`src/rtl/chorus_mixer.sv`:
```
// Stereo wet/dry mixer with a 3-stage pipeline (capture, multiply, sum/round/scale) and a per-sample mix ramp.
// Optional build macro CHORUS_MIXER_SATURATE_EN clamps the scaled output instead of wrapping it.
module chorus_mixer #(
  parameter int DATA_WIDTH = 16,
  parameter int MIX_WIDTH  = 8
) (
  input  logic                         clk,
  input  logic                         rst_n,
  input  logic                         sample_valid,
  input  logic signed [DATA_WIDTH-1:0] dry_left_in,
  input  logic signed [DATA_WIDTH-1:0] dry_right_in,
  input  logic signed [DATA_WIDTH-1:0] wet_left_in,
  input  logic signed [DATA_WIDTH-1:0] wet_right_in,
  input  logic        [MIX_WIDTH-1:0]  mix_target,
  input  logic        [1:0]            out_gain,
  input  logic                         bypass,
  output logic signed [DATA_WIDTH-1:0] audio_left_out,
  output logic signed [DATA_WIDTH-1:0] audio_right_out,
  output logic                         out_valid,
  output logic        [MIX_WIDTH-1:0]  mix_current,
  output logic                         ramp_busy,
  output logic        [1:0]            ramp_state
);
  // Handshake: sample_valid is a one-cycle push with no back-pressure; every
  // pulse yields exactly one out_valid pulse three cycles later unless reset intervenes.

  localparam int SW = DATA_WIDTH + MIX_WIDTH + 2;
  localparam logic signed [SW-1:0] ROUND   = SW'(1) << (MIX_WIDTH - 1);
  localparam logic signed [SW-1:0] SAT_MAX = {{(SW-DATA_WIDTH+1){1'b0}}, {(DATA_WIDTH-1){1'b1}}};
  localparam logic signed [SW-1:0] SAT_MIN = {{(SW-DATA_WIDTH+1){1'b1}}, {(DATA_WIDTH-1){1'b0}}};

  typedef enum logic [1:0] {HOLD = 2'd0, RAMP_UP = 2'd1, RAMP_DOWN = 2'd2} ramp_t;
  ramp_t state;

  logic                         s1_valid, s1_bypass;
  logic signed [DATA_WIDTH-1:0] s1_dry_l, s1_dry_r, s1_wet_l, s1_wet_r;
  logic        [MIX_WIDTH-1:0]  s1_mix;
  logic        [1:0]            s1_gain;

  logic                         s2_valid, s2_bypass;
  logic signed [SW-1:0]         s2_pd_l, s2_pd_r, s2_pw_l, s2_pw_r;
  logic signed [DATA_WIDTH-1:0] s2_dry_l, s2_dry_r;
  logic        [1:0]            s2_gain;

  logic        [MIX_WIDTH:0]    dry_w;
  logic signed [SW-1:0]         dry_w_ext, wet_w_ext;
  logic signed [DATA_WIDTH-1:0] res_l, res_r;

  function automatic logic signed [SW-1:0] sx(input logic signed [DATA_WIDTH-1:0] v);
    return {{(SW-DATA_WIDTH){v[DATA_WIDTH-1]}}, v};
  endfunction

  function automatic logic signed [DATA_WIDTH-1:0] finish_ch(
    input logic signed [SW-1:0]         pd,
    input logic signed [SW-1:0]         pw,
    input logic signed [DATA_WIDTH-1:0] dry,
    input logic                         byp,
    input logic        [1:0]            gain
  );
    logic signed [SW-1:0] sum, pre, scaled;
    sum    = pd + pw + ROUND;
    pre    = byp ? sx(dry) : (sum >>> MIX_WIDTH);
    scaled = pre <<< gain;
`ifdef CHORUS_MIXER_SATURATE_EN
    if (scaled > SAT_MAX)      scaled = SAT_MAX;
    else if (scaled < SAT_MIN) scaled = SAT_MIN;
`endif
    return scaled[DATA_WIDTH-1:0];
  endfunction

  // Weights are zero-extended so the unsigned 2^MIX_WIDTH - m multiplies as a positive value.
  always_comb begin
    dry_w     = {1'b1, {MIX_WIDTH{1'b0}}} - {1'b0, s1_mix};
    dry_w_ext = {{(SW-MIX_WIDTH-1){1'b0}}, dry_w};
    wet_w_ext = {{(SW-MIX_WIDTH){1'b0}}, s1_mix};
    res_l     = finish_ch(s2_pd_l, s2_pw_l, s2_dry_l, s2_bypass, s2_gain);
    res_r     = finish_ch(s2_pd_r, s2_pw_r, s2_dry_r, s2_bypass, s2_gain);
  end

  always_ff @(posedge clk) begin
    if (!rst_n) begin
      s1_valid        <= 1'b0;
      s2_valid        <= 1'b0;
      out_valid       <= 1'b0;
      audio_left_out  <= '0;
      audio_right_out <= '0;
      s1_bypass <= 1'b0;  s1_gain <= '0;  s1_mix <= '0;
      s1_dry_l  <= '0;    s1_dry_r <= '0; s1_wet_l <= '0; s1_wet_r <= '0;
      s2_bypass <= 1'b0;  s2_gain <= '0;
      s2_pd_l   <= '0;    s2_pd_r <= '0;  s2_pw_l <= '0;  s2_pw_r <= '0;
      s2_dry_l  <= '0;    s2_dry_r <= '0;
    end else begin
      s1_valid <= sample_valid;
      if (sample_valid) begin
        s1_dry_l  <= dry_left_in;
        s1_dry_r  <= dry_right_in;
        s1_wet_l  <= wet_left_in;
        s1_wet_r  <= wet_right_in;
        s1_mix    <= mix_current;
        s1_bypass <= bypass;
        s1_gain   <= out_gain;
      end
      s2_valid  <= s1_valid;
      s2_pd_l   <= sx(s1_dry_l) * dry_w_ext;
      s2_pd_r   <= sx(s1_dry_r) * dry_w_ext;
      s2_pw_l   <= sx(s1_wet_l) * wet_w_ext;
      s2_pw_r   <= sx(s1_wet_r) * wet_w_ext;
      s2_dry_l  <= s1_dry_l;
      s2_dry_r  <= s1_dry_r;
      s2_bypass <= s1_bypass;
      s2_gain   <= s1_gain;
      out_valid <= s2_valid;
      if (s2_valid) begin
        audio_left_out  <= res_l;
        audio_right_out <= res_r;
      end
    end
  end

  // Direction is chosen and the step taken on the same pulse, after capture latched the old mix.
  always_ff @(posedge clk) begin
    if (!rst_n) begin
      state       <= HOLD;
      mix_current <= '0;
    end else if (sample_valid) begin
      if (mix_target > mix_current) begin
        state       <= RAMP_UP;
        mix_current <= mix_current + 1'b1;
      end else if (mix_target < mix_current) begin
        state       <= RAMP_DOWN;
        mix_current <= mix_current - 1'b1;
      end else begin
        state       <= HOLD;
      end
    end
  end

  assign ramp_busy  = (mix_current != mix_target);
  assign ramp_state = state;

endmodule

```
`config.mk`:
```
export PLATFORM = sky130hd
export DESIGN_NAME = chorus_mixer
export DESIGN_NICKNAME = d
export VERILOG_FILES = /design/src/rtl/chorus_mixer.sv
export SDC_FILE = /design/constraint.sdc
export NUM_CORES = 2
export LEC_CHECK = 0
export CAP_MARGIN = 10
export CORE_MARGIN = 2
export CORE_UTILIZATION = 55
export DETAILED_ROUTE_END_ITERATION = 8
export PLACE_DENSITY = 0.73
export SYNTH_ARGS = -nofsm -noshare
export SYNTH_HDL_FRONTEND = slang
export SYNTH_SLANG_ARGS = --single-unit
export TNS_END_PERCENT = 10
```
`constraint.sdc`:
```
create_clock -name clk -period 18.2 [get_ports clk]
set_input_delay 1.82 -clock clk [delete_from_list [all_inputs] [get_ports clk]]
set_output_delay 1.82 -clock clk [all_outputs]
set_load 0.02 [all_outputs]
```
==> run_summary.xml <==
<?xml version="1.0" encoding="UTF-8"?>
<metrics>
  <group name="status">
    <metric name="run_status" unit="">finished clean</metric>
  </group>
  <group name="placed_design">
    <metric name="detailed_place.area" unit="mm²">0.0314</metric>
    <metric name="pre_cts_slack" unit="ns">10.82</metric>
    <metric name="dp.final_hpwl" unit="mm">54.8</metric>
    <metric name="numPlacedInstances" unit="">3997</metric>
    <metric name="place_congestion" unit="">0.914</metric>
    <metric name="port_buffers" unit="">121</metric>
  </group>
  <group name="grt">
    <metric name="grt_busiest_layer" unit="">met2</metric>
    <metric name="grt_util_met3" unit="">0.0370</metric>
    <metric name="first_global_vias" unit="">24200</metric>
    <metric name="grt_overflow" unit="">0</metric>
    <metric name="use_met2" unit="">0.460</metric>
    <metric name="largest_net_degree_at_the_start_of_global_routing" unit="">95</metric>
    <metric name="grtUsageMet1" unit="">0.324</metric>
    <metric name="antenna_violations_before_repair" unit="">0</metric>
    <metric name="grt_pass1_wl" unit="mm">119</metric>
    <metric name="track_usage" unit="">0.263</metric>
  </group>
  <group name="final_layout">
    <metric name="nNetsFinal" unit="">4142</metric>
    <metric name="seqCellArea" unit="mm²">0.00503</metric>
    <metric name="antenna_cells_inserted" unit="">0</metric>
    <metric name="postLayoutCellArea" unit="mm²">0.0325</metric>
    <metric name="fillCellCount" unit="">4506</metric>
    <metric name="finalNonFillerCells" unit="">4053</metric>
    <metric name="layout.core_utilization" unit="">0.605</metric>
    <metric name="multi_input_comb_area" unit="mm²">0.0221</metric>
    <metric name="area_growth" unit="%">9.11</metric>
    <metric name="drive_above_1_share" unit="">0.0343</metric>
  </group>
  <group name="routing">
    <metric name="postRouteAntennaNets" unit="">0</metric>
    <metric name="routed_wirelength" unit="mm">70.9</metric>
    <metric name="route.detailed.vias_per_inst" unit="">5.53</metric>
    <metric name="drc" unit="">0</metric>
    <metric name="initialDrtViolationCount" unit="">1227</metric>
    <metric name="dr_total_vias" unit="">22400</metric>
    <metric name="route.detailed.wl_per_inst" unit="µm">17.5</metric>
    <metric name="detailedRoute.firstPassIterationCount" unit="">6</metric>
  </group>
  <group name="floorplanning">
    <metric name="overall_die_area" unit="mm²">0.0560</metric>
    <metric name="row_count" unit="">85</metric>
    <metric name="placeableCoreArea" unit="mm²">0.0537</metric>
    <metric name="die_x" unit="µm">237</metric>
    <metric name="die_h" unit="µm">237</metric>
    <metric name="io-pin-count" unit="">122</metric>
    <metric name="start_util" unit="">0.554</metric>
  </group>
  <group name="synth">
    <metric name="synth_largest_area_cell" unit="">fa_1</metric>
    <metric name="mapped_nets" unit="">4120</metric>
    <metric name="unique_cell_type_count_in_the_yosys_netlist" unit="">76</metric>
    <metric name="synth.most_common_cell" unit="">inv_1</metric>
    <metric name="synthTopCellsByArea" unit="">fa_1 (29%), dfxtp_1 (17%), ha_1 (13%), and2_1 (8.3%), inv_1 (6.9%)</metric>
    <metric name="syn_area_per_cell" unit="µm²">8.99</metric>
    <metric name="number_of_synthesized_register_bits" unit="">251</metric>
    <metric name="synth_commonest_cells" unit="">inv_1 (548), fa_1 (431), and2_1 (393)</metric>
    <metric name="netlist.area_leader.share" unit="">0.290</metric>
    <metric name="synth_seq_area_share" unit="">0.169</metric>
    <metric name="synth.cell_area" unit="mm²">0.0298</metric>
    <metric name="synth-edff-count" unit="">0</metric>
    <metric name="ys_warn_count" unit="">0</metric>
    <metric name="netlist_instances" unit="">3312</metric>
    <metric name="dominantRegCellSynth" unit="">dfxtp_1</metric>
    <metric name="postSynth.asyncResetShare" unit="">0</metric>
  </group>
  <group name="sta">
    <metric name="worst_slew_pin_slew" unit="ns">0.951</metric>
    <metric name="maxSlewViolCount" unit="">0</metric>
    <metric name="fin_tns_setup" unit="ns">0</metric>
    <metric name="grt_setup_unrepaired" unit="">no</metric>
    <metric name="final_min_period_over_clock_period" unit="">0.412</metric>
    <metric name="finalClockSkew" unit="ns">0.0259</metric>
    <metric name="setup_violation_total_in_the_final_timing_report" unit="">0</metric>
    <metric name="max_freq" unit="MHz">133</metric>
    <metric name="timing.final.crit_period" unit="ns">7.49</metric>
    <metric name="hold-worst-slack" unit="ns">0.437</metric>
    <metric name="timing_hold_violations_final" unit="">0</metric>
    <metric name="slew-limit-headroom" unit="">0.365</metric>
    <metric name="timing.final.ws_setup" unit="ns">10.71</metric>
  </group>
  <group name="worst_setup_path">
    <metric name="ff2ff_setup_slack" unit="ns">10.71</metric>
    <metric name="path_class" unit="">reg2reg</metric>
    <metric name="crit_path_end_kind" unit="">flip-flop</metric>
    <metric name="critPathRequiredTime" unit="ns">18.66</metric>
    <metric name="critPathArrivalTime" unit="ns">7.96</metric>
    <metric name="critical_path_peak_fanout" unit="">39</metric>
    <metric name="kind_of_start_point_of_the_critical_path" unit="">flip-flop</metric>
  </group>
  <group name="clock_network">
    <metric name="cts_hold_repair.buffers" unit="">0</metric>
    <metric name="clk-insertion-delay-late" unit="ns">0.61</metric>
    <metric name="cts.root.buffer_cell" unit="">clkbuf_16</metric>
    <metric name="tritoncts" unit="">built</metric>
    <metric name="post_cts_setup_buffer_count" unit="">0</metric>
    <metric name="clock_tree.htree_level_count" unit="">1</metric>
    <metric name="cts_buffer_depth" unit="">3</metric>
    <metric name="cts-resized-gates" unit="">0</metric>
    <metric name="cts-buffers-inserted" unit="">31</metric>
    <metric name="total_clock_sinks" unit="">251</metric>
    <metric name="clk_pin_slew_worst_paths" unit="ns">0.07</metric>
  </group>
  <group name="hold_path">
    <metric name="hold_class" unit="">reg2reg</metric>
  </group>
  <group name="pwr">
    <metric name="p_per_area" unit="mW/mm²">91.1</metric>
    <metric name="p_leak" unit="nW">16.5</metric>
    <metric name="power.total" unit="mW">2.96</metric>
    <metric name="worst_ir_drop_vdd" unit="V">0.0000818</metric>
  </group>
  <group name="job">
    <metric name="drv_cap" unit="">0</metric>
  </group>
</metrics>
[registers in the layout, indices dropped and copies added, names as in the netlist, 2 cells and up]
signal and cells:
s1_wet_l 16, s1_mix 8, s2_pw_l 24, mix_current 8
s1_wet_r 16, s2_pw_r 24, s1_gain 2, s2_dry_l 16
s2_gain 2, s1_dry_r 16, s2_dry_r 16, s1_dry_l 16
audio_left_out 16, audio_right_out 16, s2_pd_l 24, ramp_state 2
s2_pd_r 24
[cell usage in the layout, fill, tap and decap left out, types with 24 or more instances in the layout]
cell and count:
buf_4 25, xor2_1 33, nor2_1 214, o21ai_0 67, a21oi_1 118, clkdlybuf4s50_1 119
nand3_1 30, dfxtp_1 249, ha_1 299, fa_1 431, and2_1 393, nor3_1 33
clkbuf_16 31, mux2i_1 104, a21o_1 24, inv_1 547, nand2_1 293, xnor2_1 81
[kinds of logic after synthesis]
family,synth area share
AND/OR/NAND/NOR,0.174
multiplexers,0.0365
AO/OA/AOI/OAI,0.0782
adder cells (fa/ha/maj),0.415
XOR/XNOR,0.0358
buffers and inverters,0.0909
flip-flops,0.169
[worst paths after layout]
check | start | to | cells after the start
setup / recovery | s1_mix[0]$_SDFFE_PN0P_ | s2_pd_l[22]$_SDFF_PN0_ | 26
hold / removal | s1_valid$_SDFF_PN0_ | s2_valid$_SDFF_PN0_ | 1
setup reg to reg | s1_mix[0]$_SDFFE_PN0P_ | s2_pd_l[22]$_SDFF_PN0_ | 26
hold reg to reg | s1_valid$_SDFF_PN0_ | s2_valid$_SDFF_PN0_ | 1
[worst max-delay path: stages (launching register included)]
cell and delay, ns:
dfxtp_2 0.78, buf_4 0.52, inv_1 0.10, ha_1 0.25
nand2_1 0.12, xor2_2 0.13, buf_4 0.35, nand2_1 0.14
fa_1 0.53, fa_1 0.55, inv_1 0.05, fa_1 0.38
fa_1 0.51, inv_1 0.05, fa_1 0.48, inv_1 0.04
ha_1 0.32, a21oi_1 0.24, o21bai_1 0.09, a21oi_1 0.23
nor2_1 0.08, a221oi_1 0.45, a211oi_1 0.18, o31ai_1 0.33
a21boi_0 0.17, xnor2_1 0.18, nor2_1 0.05
[routing by layer]
layer  wire, µm  vias up  part of all wire
met5          0        -                 0
met4       3140        0             0.044
li1           -    10400                 -
met2      34800      674              0.49
met3       4170      196             0.059
met1      28700    11200              0.41
[power by group]
group | total (mW) | switching [mW] | internal [mW] | leakage [nW]
sequential | 0.694 | 0.0766 | 0.618 | 2.06
combinational | 1.64 | 0.970 | 0.666 | 13.9
clock | 0.628 | 0.255 | 0.374 | 0.519
[cell type report]
cell class,instances,area share
clock buffer,43,0.0277
clock inverter,13,0.00454
inverter,549,0.0636
multi-input combinational,2356,0.680
sequential,251,0.155
tap,696,0.0268
timing repair buffer,145,0.0426
Note: power is estimated with default switching activity, not from simulation.
